### src/rtl/gun_pkg.sv
// rtl/gun_pkg.sv - shared state encoding and defaults for the light-gun front end
package gun_pkg;

  localparam logic [1:0] S_PRELOAD = 2'b00;
  localparam logic [1:0] S_ARMED   = 2'b01;
  localparam logic [1:0] S_FIRED   = 2'b10;
  localparam logic [1:0] S_EMPTY   = 2'b11;

  localparam int GUN_MAX_SHOTS       = 3;
  localparam int GUN_DEBOUNCE_CYCLES = 4;

  typedef logic [1:0] gun_state_t;

  // Width of a counter that must hold values 0..n, never narrower than one bit.
  function automatic int width_for(input int n);
    return (n < 1) ? 1 : $clog2(n + 1);
  endfunction

endpackage

### src/rtl/trigger_debounce.sv
// rtl/trigger_debounce.sv - trigger synchroniser, debounce filter and edge detect
module trigger_debounce
  import gun_pkg::*;
#(
  parameter int DEBOUNCE_CYCLES = GUN_DEBOUNCE_CYCLES
) (
  input  logic clk,
  input  logic reset_n,
  input  logic i_raw,
  output logic o_trig_db,
  output logic o_trig_rise,
  output logic o_released
);

  localparam int DB_W         = width_for(DEBOUNCE_CYCLES);
  // Released must cover the synchroniser depth too, so a trigger held through
  // reset (flops cleared to 0) is not mistaken for a released one.
  localparam int QUIET_CYCLES = DEBOUNCE_CYCLES + 3;
  localparam int Q_W          = width_for(QUIET_CYCLES);

  logic            r_sync1;
  logic            r_sync2;
  logic            r_trig_db;
  logic            r_trig_db_q;
  logic [DB_W-1:0] r_db_cnt;
  logic [Q_W-1:0]  r_quiet_cnt;

  always_ff @(posedge clk or negedge reset_n) begin
    if (!reset_n) begin
      r_sync1     <= 1'b0;
      r_sync2     <= 1'b0;
      r_trig_db   <= 1'b0;
      r_trig_db_q <= 1'b0;
      r_db_cnt    <= '0;
      r_quiet_cnt <= '0;
    end else begin
      r_sync1     <= i_raw;
      r_sync2     <= r_sync1;
      r_trig_db_q <= r_trig_db;

      if (r_sync2 != r_trig_db) begin
        if (r_db_cnt == DB_W'(DEBOUNCE_CYCLES)) begin
          r_trig_db <= r_sync2;
          r_db_cnt  <= '0;
        end else begin
          r_db_cnt <= r_db_cnt + DB_W'(1);
        end
      end else begin
        r_db_cnt <= '0;
      end

      if (r_sync2) begin
        r_quiet_cnt <= '0;
      end else if (r_quiet_cnt != Q_W'(QUIET_CYCLES)) begin
        r_quiet_cnt <= r_quiet_cnt + Q_W'(1);
      end
    end
  end

  assign o_trig_db   = r_trig_db;
  assign o_trig_rise = r_trig_db & ~r_trig_db_q;
  assign o_released  = ~r_trig_db & (r_quiet_cnt == Q_W'(QUIET_CYCLES));

endmodule

### src/rtl/shot_magazine_fsm.sv
// rtl/shot_magazine_fsm.sv - trigger/ammo controller emitting shot and dry-fire pulses
module shot_magazine_fsm
  import gun_pkg::*;
#(
  parameter int  MAX_SHOTS       = GUN_MAX_SHOTS,
  parameter int  DEBOUNCE_CYCLES = GUN_DEBOUNCE_CYCLES,
  localparam int CNT_W           = $clog2(MAX_SHOTS + 1)
) (
  input  logic             clk,
  input  logic             reset_n,
  input  logic             gun_shot,
  input  logic             reload,
  output logic [1:0]       state,
  output logic [CNT_W-1:0] shots_left,
  output logic             shot_pulse,
  output logic             dry_pulse,
  output logic             empty
);

  logic             w_trig_db;
  logic             w_trig_rise;
  logic             w_released;

  gun_state_t       r_state;
  logic [CNT_W-1:0] r_shots_left;
  logic             r_shot_pulse;
  logic             r_dry_pulse;

  trigger_debounce #(
    .DEBOUNCE_CYCLES(DEBOUNCE_CYCLES)
  ) u_trigger_debounce (
    .clk        (clk),
    .reset_n    (reset_n),
    .i_raw      (gun_shot),
    .o_trig_db  (w_trig_db),
    .o_trig_rise(w_trig_rise),
    .o_released (w_released)
  );

  always_ff @(posedge clk or negedge reset_n) begin
    if (!reset_n) begin
      r_state      <= S_PRELOAD;
      r_shots_left <= CNT_W'(MAX_SHOTS);
      r_shot_pulse <= 1'b0;
      r_dry_pulse  <= 1'b0;
    end else begin
      r_shot_pulse <= 1'b0;
      r_dry_pulse  <= 1'b0;
      // Reload wins over any trigger edge in the same cycle.
      if (reload) begin
        r_state      <= S_PRELOAD;
        r_shots_left <= CNT_W'(MAX_SHOTS);
      end else begin
        case (r_state)
          S_PRELOAD: begin
            if (w_released) begin
              r_state <= S_ARMED;
            end
          end
          S_ARMED: begin
            if (w_trig_rise && (r_shots_left != '0)) begin
              r_shot_pulse <= 1'b1;
              r_shots_left <= r_shots_left - CNT_W'(1);
              r_state      <= (r_shots_left == CNT_W'(1)) ? S_EMPTY : S_FIRED;
            end
          end
          S_FIRED: begin
            if (!w_trig_db) begin
              r_state <= S_ARMED;
            end
          end
          S_EMPTY: begin
            if (w_trig_rise) begin
              r_dry_pulse <= 1'b1;
            end
          end
          default: r_state <= S_PRELOAD;
        endcase
      end
    end
  end

  assign state      = r_state;
  assign shots_left = r_shots_left;
  assign shot_pulse = r_shot_pulse;
  assign dry_pulse  = r_dry_pulse;
  assign empty      = (r_shots_left == '0);

endmodule

### config.mk
export PLATFORM = sky130hd
export DESIGN_NAME = shot_magazine_fsm
export DESIGN_NICKNAME = d
export VERILOG_FILES = /design/src/rtl/gun_pkg.sv /design/src/rtl/trigger_debounce.sv /design/src/rtl/shot_magazine_fsm.sv
export SDC_FILE = /design/constraint.sdc
export NUM_CORES = 1
export LEC_CHECK = 0
export ABC_AREA = 1
export CELL_PAD_IN_SITES_DETAIL_PLACEMENT = 0
export CELL_PAD_IN_SITES_GLOBAL_PLACEMENT = 1
export CORE_ASPECT_RATIO = 0.9
export CORE_UTILIZATION = 42
export DETAILED_ROUTE_END_ITERATION = 6
export HOLD_SLACK_MARGIN = 0.06
export PLACE_DENSITY_LB_ADDON = 0.1
export SETUP_SLACK_MARGIN = 0.2
export SYNTH_ARGS = -nofsm -noshare
export SYNTH_HDL_FRONTEND = slang
export SYNTH_SLANG_ARGS = --single-unit
### constraint.sdc
create_clock -name clk -period 4 [get_ports clk]
set_input_delay 0.4 -clock clk [delete_from_list [all_inputs] [get_ports clk]]
set_output_delay 0.4 -clock clk [all_outputs]
set_load 0.05 [all_outputs]
==> summary by stage <==
Logic synthesis
The share of the Yosys chip area taken by registers is 0.495. The synthesized net count is 104. The unique cell type count in the Yosys netlist is 16. Dividing the synthesized area by the synthesized cell count gives 9.04 um^2. Counting flops with a built-in enable in the synthesized netlist gives 0. Yosys attributes the largest share of cell area to dfrtp_1 43%, ha_1 15%, nor2_1 7.4%. The compound-cell area share of the yosys netlist is 0.0492.

Of the total synthesized cell area, the portion taken by AND, OR, NAND and NOR gates is 0.206. The post-synthesis instance area is 813 um^2. Yosys instantiated no cell more often than nor2_1. After synthesis, the largest family of logic cells by area is simple AND/OR/NAND/NOR gates. Of the post-synthesis cell area, the dominant cell type holds 0.431.

The most used flip-flop cell after synthesis is dfrtp_1. The commonest cells after synthesis are 16 x nor2_1, 15 x inv_1, 14 x dfrtp_1. The number of cells produced by synthesis is 90. The number of storage elements in the synthesis netlist is 16. Of all flip-flops after synthesis, the portion carrying an async set or reset was 1.00. Of the total synthesized cell area, the portion taken by full adders, half adders and majority gates is 0.154. The number of warnings issued by yosys is 0. The portion of netlist area occupied by mux cells is 0. Of the total synthesized cell area, the portion taken by XOR and XNOR cells is 0.0215. dfrtp_1 takes more of the synthesized area than any other cell.

Worst hold path
For hold timing, the worst endpoint is u_trigger_debounce.r_sync2$_DFF_PN0_. The startpoint of the lowest-slack hold path is u_trigger_debounce.r_sync1$_DFF_PN0_. The path class of the tightest hold or removal check is reg -> reg. Along the worst hold path, the cell count comes to 0.

Worst setup path
The reg-to-reg critical path endpoint is state[0]$_DFFE_PN0P_. STA classifies the critical path endpoint as an output port. For the worst setup path, the data required time is 3600 ps. The startpoint identified for the worst register-to-register timing path is shots_left[0]$_DFFE_PN1P_.

The maximum fanout along the worst path is 3. STA classifies the critical path startpoint as a flop. The category of the most critical setup path is reg -> out. The setup check on the worst reg-to-reg path leaves a slack of 2570 ps. The critical path data arrival time is 1800 ps. For the worst flop-to-flop path, the logic depth is 8. The critical path launch point is shots_left[0]$_DFFE_PN1P_.

Routing
The pre-antenna-repair detailed-routing pass consisted of 4 iterations. After detailed routing, the average wire length per cell comes to 10.3 um. The number of nets with antenna violations after routing is 0. The sum of routed wire length over all layers is 1.32 mm. In the routed design, unresolved DRC markers number 0. After the first detailed-routing iteration, the DRC count stood at 14. Using the TritonRoute via totals, the vias-per-cell ratio works out to 4.48. The total vias in the final route is 574.

Timing
The worst pin sits at a relative slew slack of 0.544. The worst path in the final design needs a cycle of 2200 ps, including I/O delays and setup. The final hold violation count is 0. Based on the critical path, the design can be clocked at up to 454 MHz. Setup violations remaining at the end of the flow were counted as 0. Setup repair after global routing left no endpoint under its margin. The number of slew-limit violations in the final report is 0. For the pin with the worst max-slew slack, the measured transition is 682 ps.

The worst setup skew after layout is 2.47 ps. The final clock period utilization by the worst path is 0.551. Setup total negative slack on the finished layout was measured at 0 ps.

Finish
Of the cells placed in the final design, the portion with a size suffix greater than 1 is 0.106. The area of the multi-input gates is 350 um^2. The filler cell count is 159. In the final layout, flip-flops and latches occupy 403 um^2. Relative to the synthesized area, the layout overhead comes to 20.5%. The net count reported at finish is 119. The repair_antennas step left the layout with diodes totalling 0.

Clocking
No sink is reached through more buffers than the 2 on the longest clock path. The number of sinks driven by the clock tree is 16. The clock insertion delay at the later pin of the skew report is 280 ps.

The number of buffers created by CTS is 3. The clock slew seen by the registers of the worst setup and hold paths is 90 ps. The count of cells resized by post-cts repair is 0. The total setup buffers inserted after CTS is 0.

TritonCTS built the clock tree. In this run the number of H-tree levels came out at 1. The root buffer cell chosen for the clock tree is clkbuf_4. The quantity of hold-fixing buffers added after cts is 0.

Global routing
The initial antenna violation count is 0. The overall fraction of global-route tracks in use is 0.155. The maximum number of pins on one net before global-route repair is 17. The wire length of the first global-routing pass is 2.39 mm.

The remaining global-route overflow is 0. The via count of the first global-routing pass is 560.

Placement
Summed over all nets, the half-perimeter wirelength after detailed placement is 971 um. The final weighted congestion in routability-driven placement is 0.816. Input and output buffers added on the ports amount to 10.

Floorplan
The floorplan die area is 2120 um^2. The y dimension of the die is 43.7 um. The starting density of the core is 0.464. The overall die width is 48.4 um. Pin placement for this block handled 11 I/O pins. The core region is 1750 um^2.

After floorplanning, the core was divided into 14 placement rows.

Power
The leakage dissipation is 0.526 nW. Power comes to 399 uW. For this design the ratio of total power to cell area is 407 nW/um^2. The worst IR drop on VDD is 0.216 mV.

Run status
The flow ran to the end, and the final reports show no timing, DRC or antenna violations.

Job
Max-cap violations in this run came to 0.
-- area by class of cell --
cell class / count / share of cell area
clock buffers: 4 / 0.0370
inverters: 16 / 0.0613
multi-input cells: 58 / 0.358
flip-flops and latches: 16 / 0.411
well taps: 24 / 0.0307
repair buffers: 10 / 0.102
-- how the worst max path moves through the flow --
stage	cells past startpoint	end	slack (ps)
2_1_floorplan	8	state[0]$_DFFE_PN0P_	2180
3_3_place_gp	3	empty	2140
3_5_place_dp	3	empty	2110
4_1_cts	3	empty	1780
5_1_grt	3	empty	1730
6_report	3	empty	1800
-- metrics by stage --
step,area (um^2),setup WS (ps),cells,util,hold slack (ps)
2_1_floorplan,813,2180,90,-,104
3_3_place_gp,943,2140,124,0.539,335
3_5_place_dp,943,2110,124,0.539,351
4_1_cts,980,1780,128,0.559,371
5_1_grt,980,1730,128,0.559,401
6_report,980,1800,128,0.559,368
-- power breakdown --
part           internal [mW]  switching (mW)  total (mW)
registers              0.187          0.0216       0.209
clock network         0.0553          0.0495       0.105
logic                 0.0349          0.0502      0.0851
total                  0.277           0.121       0.399
-- sequential cells by signal, indices dropped and copies added (netlist names) --
signal                          cells
u_trigger_debounce.r_quiet_cnt      3
u_trigger_debounce.o_trig_db        1
state                               2
u_trigger_debounce.r_trig_db_q      1
u_trigger_debounce.r_sync2          1
u_trigger_debounce.r_sync1          1
shot_pulse                          1
dry_pulse                           1
shots_left                          2
u_trigger_debounce.r_db_cnt         3
-- layer usage --
metal,part of all wire,GRT usage,up-vias
met1,0.53,0.212,259
met5,0,0,-
li1,-,-,306
met4,0.013,0.106,0
met2,0.43,0.225,7
met3,0.024,0.0316,2
-- worst max-delay path, cell delays in order (launching register included) --
cell             delay [ps]
dfstp_2                 550
inv_1                    60
ha_1                    210
clkdlybuf4s50_1         700
-- layout by cell type, fill, tap and decap left out --
cell type        synthesis  layout
clkbuf_4                 0       3
dfrtp_1                 14      14
a21oi_1                  2       2
dfstp_2                  2       2
or2_2                    1       1
nand4_2                  1       1
nand4_1                  1       1
xor2_1                   1       1
nand3_1                  5       5
nor2_1                  16      16
inv_1                   15      15
nand2_1                 12      12
inv_2                    1       1
nor2_2                   2       2
ha_1                    10      10
xnor2_1                  1       1
clkbuf_8                 0       1
clkdlybuf4s50_1          0      10
o21ai_0                  6       6
-- logic make-up (layout without fill, tap and decap cells) --
logic type | after synthesis | after routing
AOI/OAI and AO/OA | 8 | 8
buffers and inverters | 16 | 30
adders and majority gates | 10 | 10
xor gates and xnor gates | 2 | 2
and+or+nand+nor | 38 | 38
DFF | 16 | 16
Note: power is estimated with default switching activity, not from simulation.
